### src/rtl/lisa_autobaud_pkg.sv
// lisa_autobaud_pkg
// Shared types and constants for the auto-baud detector.
//   ab_state_e : detector FSM states
//   AB_EDGES   : falling edges in a 0x55 sync character (start + 4 data)
//   AB_SHIFT   : log2(16x oversample * 8 bit times)
//   AB_ROUND   : half of 2^AB_SHIFT, rounds the span to nearest divider
//   AB_DIV_W   : width of the debug_brg divider
//   ab_in_tol  : |ik - i1| <= i1/4 interval tolerance test
package lisa_autobaud_pkg;

    typedef enum logic [1:0] {
        ST_WAIT_HIGH  = 2'd0,
        ST_WAIT_START = 2'd1,
        ST_MEASURE    = 2'd2,
        ST_CHECK      = 2'd3
    } ab_state_e;

    localparam int AB_EDGES = 5;
    localparam int AB_SHIFT = 7;
    localparam int AB_ROUND = 64;
    localparam int AB_DIV_W = 7;
    localparam int AB_Q_MAX = 1 << AB_DIV_W;

    function automatic logic ab_in_tol(input logic [31:0] ik, input logic [31:0] i1);
        logic [31:0] d;
        d = (ik > i1) ? (ik - i1) : (i1 - ik);
        return (d <= (i1 >> 2));
    endfunction

endpackage

### src/rtl/lisa_rxd_sync.sv
// lisa_rxd_sync
// Two-flop synchronizer for the asynchronous serial line plus a registered
// falling-edge pulse. The pulse is aligned with the first cycle o_rxd_s
// reads low, so every edge sees the same fixed latency.
//   clk, rst_n : clock, async active-low reset
//   i_rxd      : raw serial line
//   o_rxd_s    : synchronized line level
//   o_fall     : one-cycle pulse on a synchronized falling edge
module lisa_rxd_sync (
    input  logic clk,
    input  logic rst_n,
    input  logic i_rxd,
    output logic o_rxd_s,
    output logic o_fall
);

    logic r_s1;
    logic r_s2;
    logic r_fall;

    // Reset to the idle (high) level so reset release never fakes an edge.
    always_ff @(posedge clk or negedge rst_n) begin
        if (!rst_n) begin
            r_s1   <= 1'b1;
            r_s2   <= 1'b1;
            r_fall <= 1'b0;
        end else begin
            r_s1   <= i_rxd;
            r_s2   <= r_s1;
            r_fall <= r_s2 & ~r_s1;
        end
    end

    assign o_rxd_s = r_s2;
    assign o_fall  = r_fall;

endmodule

### src/rtl/lisa_autobaud.sv
// lisa_autobaud
// Measures a 0x55 sync character on the serial line (first to fifth falling
// edge = 8 bit times) and converts it into the debug_brg divider.
// Optional macro LISA_AUTOBAUD_TOL_CHECK_EN adds a per-interval consistency
// check (each 2-bit-time interval within 25% of the first).
//   clk, rst_n   : clock, async active-low reset
//   i_rxd        : raw serial line (asynchronous)
//   i_start      : single-cycle re-arm request
//   o_baud_set   : high once any measurement has locked
//   o_baud_div   : divider for debug_brg (baud_ref period = div+1)
//   o_lock       : one-cycle pulse on an accepted measurement
//   o_err        : one-cycle pulse on a rejected / timed-out measurement
//   o_busy       : high while measuring
module lisa_autobaud
    import lisa_autobaud_pkg::*;
#(
    parameter int CNT_W    = 16,
    parameter int IDLE_MIN = 64
) (
    input  logic                clk,
    input  logic                rst_n,
    input  logic                i_rxd,
    input  logic                i_start,
    output logic                o_baud_set,
    output logic [AB_DIV_W-1:0] o_baud_div,
    output logic                o_lock,
    output logic                o_err,
    output logic                o_busy
);

    localparam int               IDLE_W   = $clog2(IDLE_MIN + 1);
    localparam logic [CNT_W-1:0] SPAN_MAX = '1;

    ab_state_e           r_state, w_state_nx;
    logic [IDLE_W-1:0]   r_idle;
    logic [CNT_W-1:0]    r_span;
    logic [2:0]          r_edge_cnt;
    logic                r_baud_set, r_lock, r_err, r_busy;
    logic [AB_DIV_W-1:0] r_baud_div;

    logic                w_rxd_s, w_fall, w_idle_done;
    logic                w_arm, w_cap, w_load, w_lock_nx, w_err_nx;
    logic [CNT_W:0]      w_sum, w_q;
    logic [AB_DIV_W-1:0] w_div;
    logic                w_range_ok, w_tol_ok, w_ok;

    lisa_rxd_sync u_sync (
        .clk     (clk),
        .rst_n   (rst_n),
        .i_rxd   (i_rxd),
        .o_rxd_s (w_rxd_s),
        .o_fall  (w_fall)
    );

    assign w_idle_done = w_rxd_s && (r_idle == IDLE_W'(IDLE_MIN - 1));

    // Round span (8 bit times) to 16x-oversample units: q = (span+64)>>7.
    assign w_sum      = {1'b0, r_span} + (CNT_W+1)'(AB_ROUND);
    assign w_q        = w_sum >> AB_SHIFT;
    assign w_range_ok = (w_q != '0) && (w_q <= (CNT_W+1)'(AB_Q_MAX));
    assign w_div      = AB_DIV_W'(w_q - (CNT_W+1)'(1));
    assign w_ok       = w_range_ok && w_tol_ok;

`ifdef LISA_AUTOBAUD_TOL_CHECK_EN
    logic [CNT_W-1:0]       r_prev;
    logic [3:0][CNT_W-1:0]  r_int;
    logic [CNT_W-1:0]       w_now;
    logic [1:0]             w_idx;

    // Span value at the edge (counter advances in the same cycle).
    assign w_now = r_span + CNT_W'(1);
    assign w_idx = 2'(r_edge_cnt - 3'd1);

    always_ff @(posedge clk or negedge rst_n) begin
        if (!rst_n) begin
            r_prev <= '0;
            r_int  <= '0;
        end else if (w_arm) begin
            r_prev <= '0;
            r_int  <= '0;
        end else if (w_cap) begin
            r_int[w_idx] <= w_now - r_prev;
            r_prev       <= w_now;
        end
    end

    always_comb begin
        w_tol_ok = 1'b1;
        for (int k = 1; k < 4; k++) begin
            if (!ab_in_tol(32'(r_int[k]), 32'(r_int[0])))
                w_tol_ok = 1'b0;
        end
    end
`else
    assign w_tol_ok = 1'b1;
`endif

    always_ff @(posedge clk or negedge rst_n) begin
        if (!rst_n) r_state <= ST_WAIT_HIGH;
        else        r_state <= w_state_nx;
    end

    always_comb begin
        w_state_nx = r_state;
        w_arm      = 1'b0;
        w_cap      = 1'b0;
        w_load     = 1'b0;
        w_lock_nx  = 1'b0;
        w_err_nx   = 1'b0;
        case (r_state)
            ST_WAIT_HIGH: begin
                if (w_idle_done) w_state_nx = ST_WAIT_START;
            end
            ST_WAIT_START: begin
                if (w_fall) begin
                    w_arm      = 1'b1;
                    w_state_nx = ST_MEASURE;
                end
            end
            ST_MEASURE: begin
                if (w_fall) begin
                    w_cap = 1'b1;
                    if (r_edge_cnt == 3'(AB_EDGES - 1)) w_state_nx = ST_CHECK;
                end else if (r_span == SPAN_MAX) begin
                    w_err_nx   = 1'b1;
                    w_state_nx = ST_WAIT_HIGH;
                end
            end
            ST_CHECK: begin
                w_state_nx = ST_WAIT_HIGH;
                if (w_ok) begin
                    w_load    = 1'b1;
                    w_lock_nx = 1'b1;
                end else begin
                    w_err_nx  = 1'b1;
                end
            end
            default: w_state_nx = ST_WAIT_HIGH;
        endcase
        // Re-arm overrides everything, including a completing measurement.
        if (i_start) begin
            w_state_nx = ST_WAIT_HIGH;
            w_arm      = 1'b0;
            w_cap      = 1'b0;
            w_load     = 1'b0;
            w_lock_nx  = 1'b0;
            w_err_nx   = 1'b0;
        end
    end

    always_ff @(posedge clk or negedge rst_n) begin
        if (!rst_n) begin
            r_idle     <= '0;
            r_span     <= '0;
            r_edge_cnt <= '0;
        end else begin
            if (r_state != ST_WAIT_HIGH || i_start || !w_rxd_s)
                r_idle <= '0;
            else if (!w_idle_done)
                r_idle <= r_idle + IDLE_W'(1);

            if (w_arm) begin
                r_span     <= '0;
                r_edge_cnt <= 3'd1;
            end else if (r_state == ST_MEASURE) begin
                // Saturation is the timeout condition, so hold at max.
                if (r_span != SPAN_MAX) r_span <= r_span + CNT_W'(1);
                if (w_cap) r_edge_cnt <= r_edge_cnt + 3'd1;
            end
        end
    end

    always_ff @(posedge clk or negedge rst_n) begin
        if (!rst_n) begin
            r_baud_set <= 1'b0;
            r_baud_div <= '0;
            r_lock     <= 1'b0;
            r_err      <= 1'b0;
            r_busy     <= 1'b0;
        end else begin
            r_lock <= w_lock_nx;
            r_err  <= w_err_nx;
            r_busy <= (w_state_nx == ST_MEASURE);
            if (w_load) begin
                r_baud_div <= w_div;
                r_baud_set <= 1'b1;
            end
        end
    end

    assign o_baud_set = r_baud_set;
    assign o_baud_div = r_baud_div;
    assign o_lock     = r_lock;
    assign o_err      = r_err;
    assign o_busy     = r_busy;

endmodule
### config.mk
export PLATFORM = sky130hd
export DESIGN_NAME = lisa_autobaud
export DESIGN_NICKNAME = d
export VERILOG_FILES = /design/src/rtl/lisa_autobaud_pkg.sv /design/src/rtl/lisa_rxd_sync.sv /design/src/rtl/lisa_autobaud.sv
export SDC_FILE = /design/constraint.sdc
export NUM_CORES = 1
export LEC_CHECK = 0
export BUFFER_PORTS_ARGS = -buffer_cell sky130_fd_sc_hd__buf_2
export CAP_MARGIN = 20
export CORE_UTILIZATION = 55
export CTS_BUF_LIST = sky130_fd_sc_hd__clkbuf_4 sky130_fd_sc_hd__clkbuf_8
export DETAILED_ROUTE_END_ITERATION = 16
export PLACE_DENSITY = 0.85
export SYNTH_ARGS = -nofsm -noshare
export SYNTH_HDL_FRONTEND = slang
export SYNTH_SLANG_ARGS = --single-unit
export TNS_END_PERCENT = 5
### constraint.sdc
create_clock -name clk -period 2.3 [get_ports clk]
set_input_delay 0.345 -clock clk [delete_from_list [all_inputs] [get_ports clk]]
set_output_delay 0.345 -clock clk [all_outputs]
set_load 0.1 [all_outputs]
==> results.sh <==
export IMPL_syn_inst=247
export IMPL_dp_cells=331
export IMPL_design_area_mm2=0.002968
export IMPL_timing_fmax_mhz=430.3
export IMPL_die_width_um=67.82
export IMPL_layout_nets=306
export IMPL_layout_commonest_cell="dfrtp_1"
export IMPL_cts_tree="done"
export IMPL_fin_crit_ps=2324
export IMPL_synthToLayoutAreaGrowth_pct=24.58
export IMPL_cts_sinks=42
export IMPL_r2r_cells=8
export IMPL_dp_hpwl_um=3448
export IMPL_skew_ps=7.844
export IMPL_ys_ff_latch=42
export IMPL_synth_nets=258
export IMPL_setup_viol=6
export IMPL_synth_edf_count=0
export IMPL_start_kind="flop"
export IMPL_ys_seq_area_frac=0.4422
export IMPL_globalplace_congestion=0.8992
export IMPL_grt_overflow_total=0
export IMPL_yosys_area_share_xor_xnor=0.08456
export IMPL_ir_worst_vdd_v=0.0005037
export IMPL_ys_types=50
export IMPL_outcome="finished, violations left"
export IMPL_final_cell_mix="dfrtp_1 (40), buf_4 (31), nor2_1 (27)"
export IMPL_grt_pass1_wl_um=8659
export IMPL_cap_violations=0
export IMPL_drv_slew=0
export IMPL_pin_count=15
export IMPL_root_buffer="clkbuf_8"
export IMPL_slew_headroom=0.3928
export IMPL_setup_slack_ps=-23.88
export IMPL_synth_top_area_share=0.4202
export IMPL_hold_violations=0
export IMPL_clk_latency_ps=300
export IMPL_end_kind="flop"
export IMPL_io_buffers=14
export IMPL_final_cells=346
export IMPL_synth_area_mm2=0.002382
export IMPL_post_route_period_util=1.010
export IMPL_n_antenna_cell=0
export IMPL_grtUsageTotal=0.2537
export IMPL_min_path_type="in -> reg"
export IMPL_p_leak_nw=1.274
export IMPL_p_per_area_mw_per_mm2=516.4
export IMPL_drive_above_1_share=0.2939
export IMPL_syn_area_per_cell_um2=9.645
export IMPL_initial_core_util=0.5830
export IMPL_rsz0062_at_grt="true"
export IMPL_core_region_area_mm2=0.004086
export IMPL_avgViaCountPerCell=5.569
export IMPL_dp_worst_setup_slack_ps=-123.3
export IMPL_fp_row_count=23
export IMPL_cp_arrival_ps=2500
export IMPL_cts_htree_levels=2
export IMPL_drc_errors=0
export IMPL_async_flop_share=1.000
export IMPL_setup_tns_ps=-124.8
export IMPL_worstHoldPathCells=1
export IMPL_synth_area_top_cells="dfrtp_1 (42%), xnor2_1 (6.3%), nor2_1 (4.4%)"
export IMPL_vias=1927
export IMPL_worst_slew_pin_slew_ps=910.9
export IMPL_critical_path_max_stage_delay_ps=370
export IMPL_path_delay_family="compound AO/OA/AOI/OAI gates"
export IMPL_power_mw=1.532
export IMPL_synth_mux_area_fraction=0.04097
export IMPL_critPathRequiredTime_ps=2480
export IMPL_path_max_fanout=7
export IMPL_grt_max_degree=43
export IMPL_fill_cells=296
export IMPL_yosys_area_share_simple=0.2290
export IMPL_ant_nets=0
export IMPL_drt_initial_drc_count=115
export IMPL_whs_ps=142.2
export IMPL_utilization=0.7263
export IMPL_drt_wirelength_per_cell_um=13.96
export IMPL_synth_top_flop_cell="dfrtp_1"
export IMPL_synthAdderAreaFrac=0.03676
export IMPL_clockBufferDepth=2
export IMPL_dieArea_mm2=0.004599
export IMPL_synth_compound_area_frac=0.1182
export IMPL_clk_pin_slew_worst_paths_ps=80
export IMPL_worstSetupPathDepth=8
export IMPL_grt_pass1_vias=1941
export IMPL_synth_top_cell_by_area="dfrtp_1"
export IMPL_violations="negative setup slack"
export IMPL_critPathBufInv=1
export IMPL_post_dp_cell_area_mm2=0.002743
export IMPL_die_y_um=67.82
export IMPL_wirelength_um=4830
export IMPL_antenna_found_initial=0
export IMPL_worstSetupPathType="reg -> reg"
export IMPL_yosys_warnings=0
export IMPL_cp_slowest_cell="dfrtp_1"
export IMPL_drt_pass1_iterations=4
export IMPL_numCtsBuffers=5
export IMPL_synth_top_family_by_area="simple AND/OR/NAND/NOR gates"
export IMPL_worstPathCellList="buf_6 > ha_4 > and3_1 > o211a_4 > o2111ai_4 > or3_4 > a21oi_4 > mux2_4"
export IMPL_hold_buffers=0
-- layer usage --
| layer | vias up | part of all wire | GRT usage | routed length [um] |
|---|---|---|---|---|
| met3 | 5 | 0.026 | 0.04333 | 125 |
| met2 | 23 | 0.50 | 0.4517 | 2419 |
| met5 | - | 0 | 0 | 0 |
| met4 | 0 | 0.012 | 0.08333 | 58 |
| li1 | 963 | - | - | - |
| met1 | 936 | 0.46 | 0.3087 | 2227 |
-- cell usage after synthesis, types with 2 or more instances --
library cell,number
buf_6,2
buf_4,2
nand4_1,2
mux2i_1,3
nand3b_1,3
or3_1,7
a31oi_1,3
dfstp_2,2
nor4_1,2
o211ai_1,2
nand3_1,12
o21ai_0,12
buf_2,2
or2_2,2
o21ai_1,2
and4_1,2
xnor2_1,17
nand2b_1,3
dfrtp_1,40
xor2_1,6
inv_1,15
o2111ai_1,2
clkbuf_1,3
a21oi_1,7
ha_1,7
nand2_1,15
nor2_1,28
and3_1,4
mux2_2,6
nor3_1,14
-- state kept, by name (all words and copies together), names as in the netlist --
name / count
u_sync.o_fall: 1
o_err: 1
o_busy: 1
o_baud_div: 7
u_sync.r_s1: 1
r_span: 16
u_sync.o_rxd_s: 1
r_edge_cnt: 3
o_baud_set: 1
r_idle: 7
r_state: 2
o_lock: 1
-- worst reg2reg max path: cells and delay by family, from the launching register on --
family	cells	cell delay, ps
simple gates	2	560
mux	1	330
flops	1	370
compound gates	3	620
buf+inv	1	110
fa+ha+maj	1	220
-- where the power goes --
group	internal [mW]	leakage (nW)	total, mW	switching (mW)
combinational	0.108	0.724	0.226	0.118
clock	0.241	0.0472	0.495	0.254
sequential	0.772	0.503	0.811	0.0386
-- area by class of cell --
type / instances / area [um2] / share of cell area
clock inverters: 2 / 12.51 / 0.004216
multi-input cells: 181 / 1341 / 0.4519
flip-flops and latches: 42 / 1054 / 0.3550
well taps: 50 / 62.56 / 0.02108
repair buffers: 50 / 359.1 / 0.1210
inverters: 15 / 56.30 / 0.01897
clock buffers: 6 / 82.58 / 0.02782
-- final timing paths --
kind | startpoint | end | slack, ps
setup / recovery | r_span[6] | o_baud_div[3] | -20
hold / removal | i_rxd | u_sync.r_s1 | 140
setup reg to reg | r_span[6] | o_baud_div[3] | -20
hold reg to reg | u_sync.r_s1 | u_sync.o_rxd_s | 370
max in group asynchronous | rst_n | r_span[10] | 1560
min in group asynchronous | rst_n | r_edge_cnt[1] | 170
-- cells by family after synthesis --
kind of cell / Yosys count
buffers and inverters: 24
adders and majority gates: 7
and+or+nand+nor: 102
xor gates and xnor gates: 23
DFF: 42
AOI/OAI and AO/OA: 40
muxes: 9
-- what timing repair did --
action                     in CTS  in global routing
setup endpoints to repair       7                 10
buffers inserted                5                  2
hold endpoints to repair        0                  0
pin swaps                       7                  5
resized for setup               9                  9
Note: power is estimated with default switching activity, not from simulation.
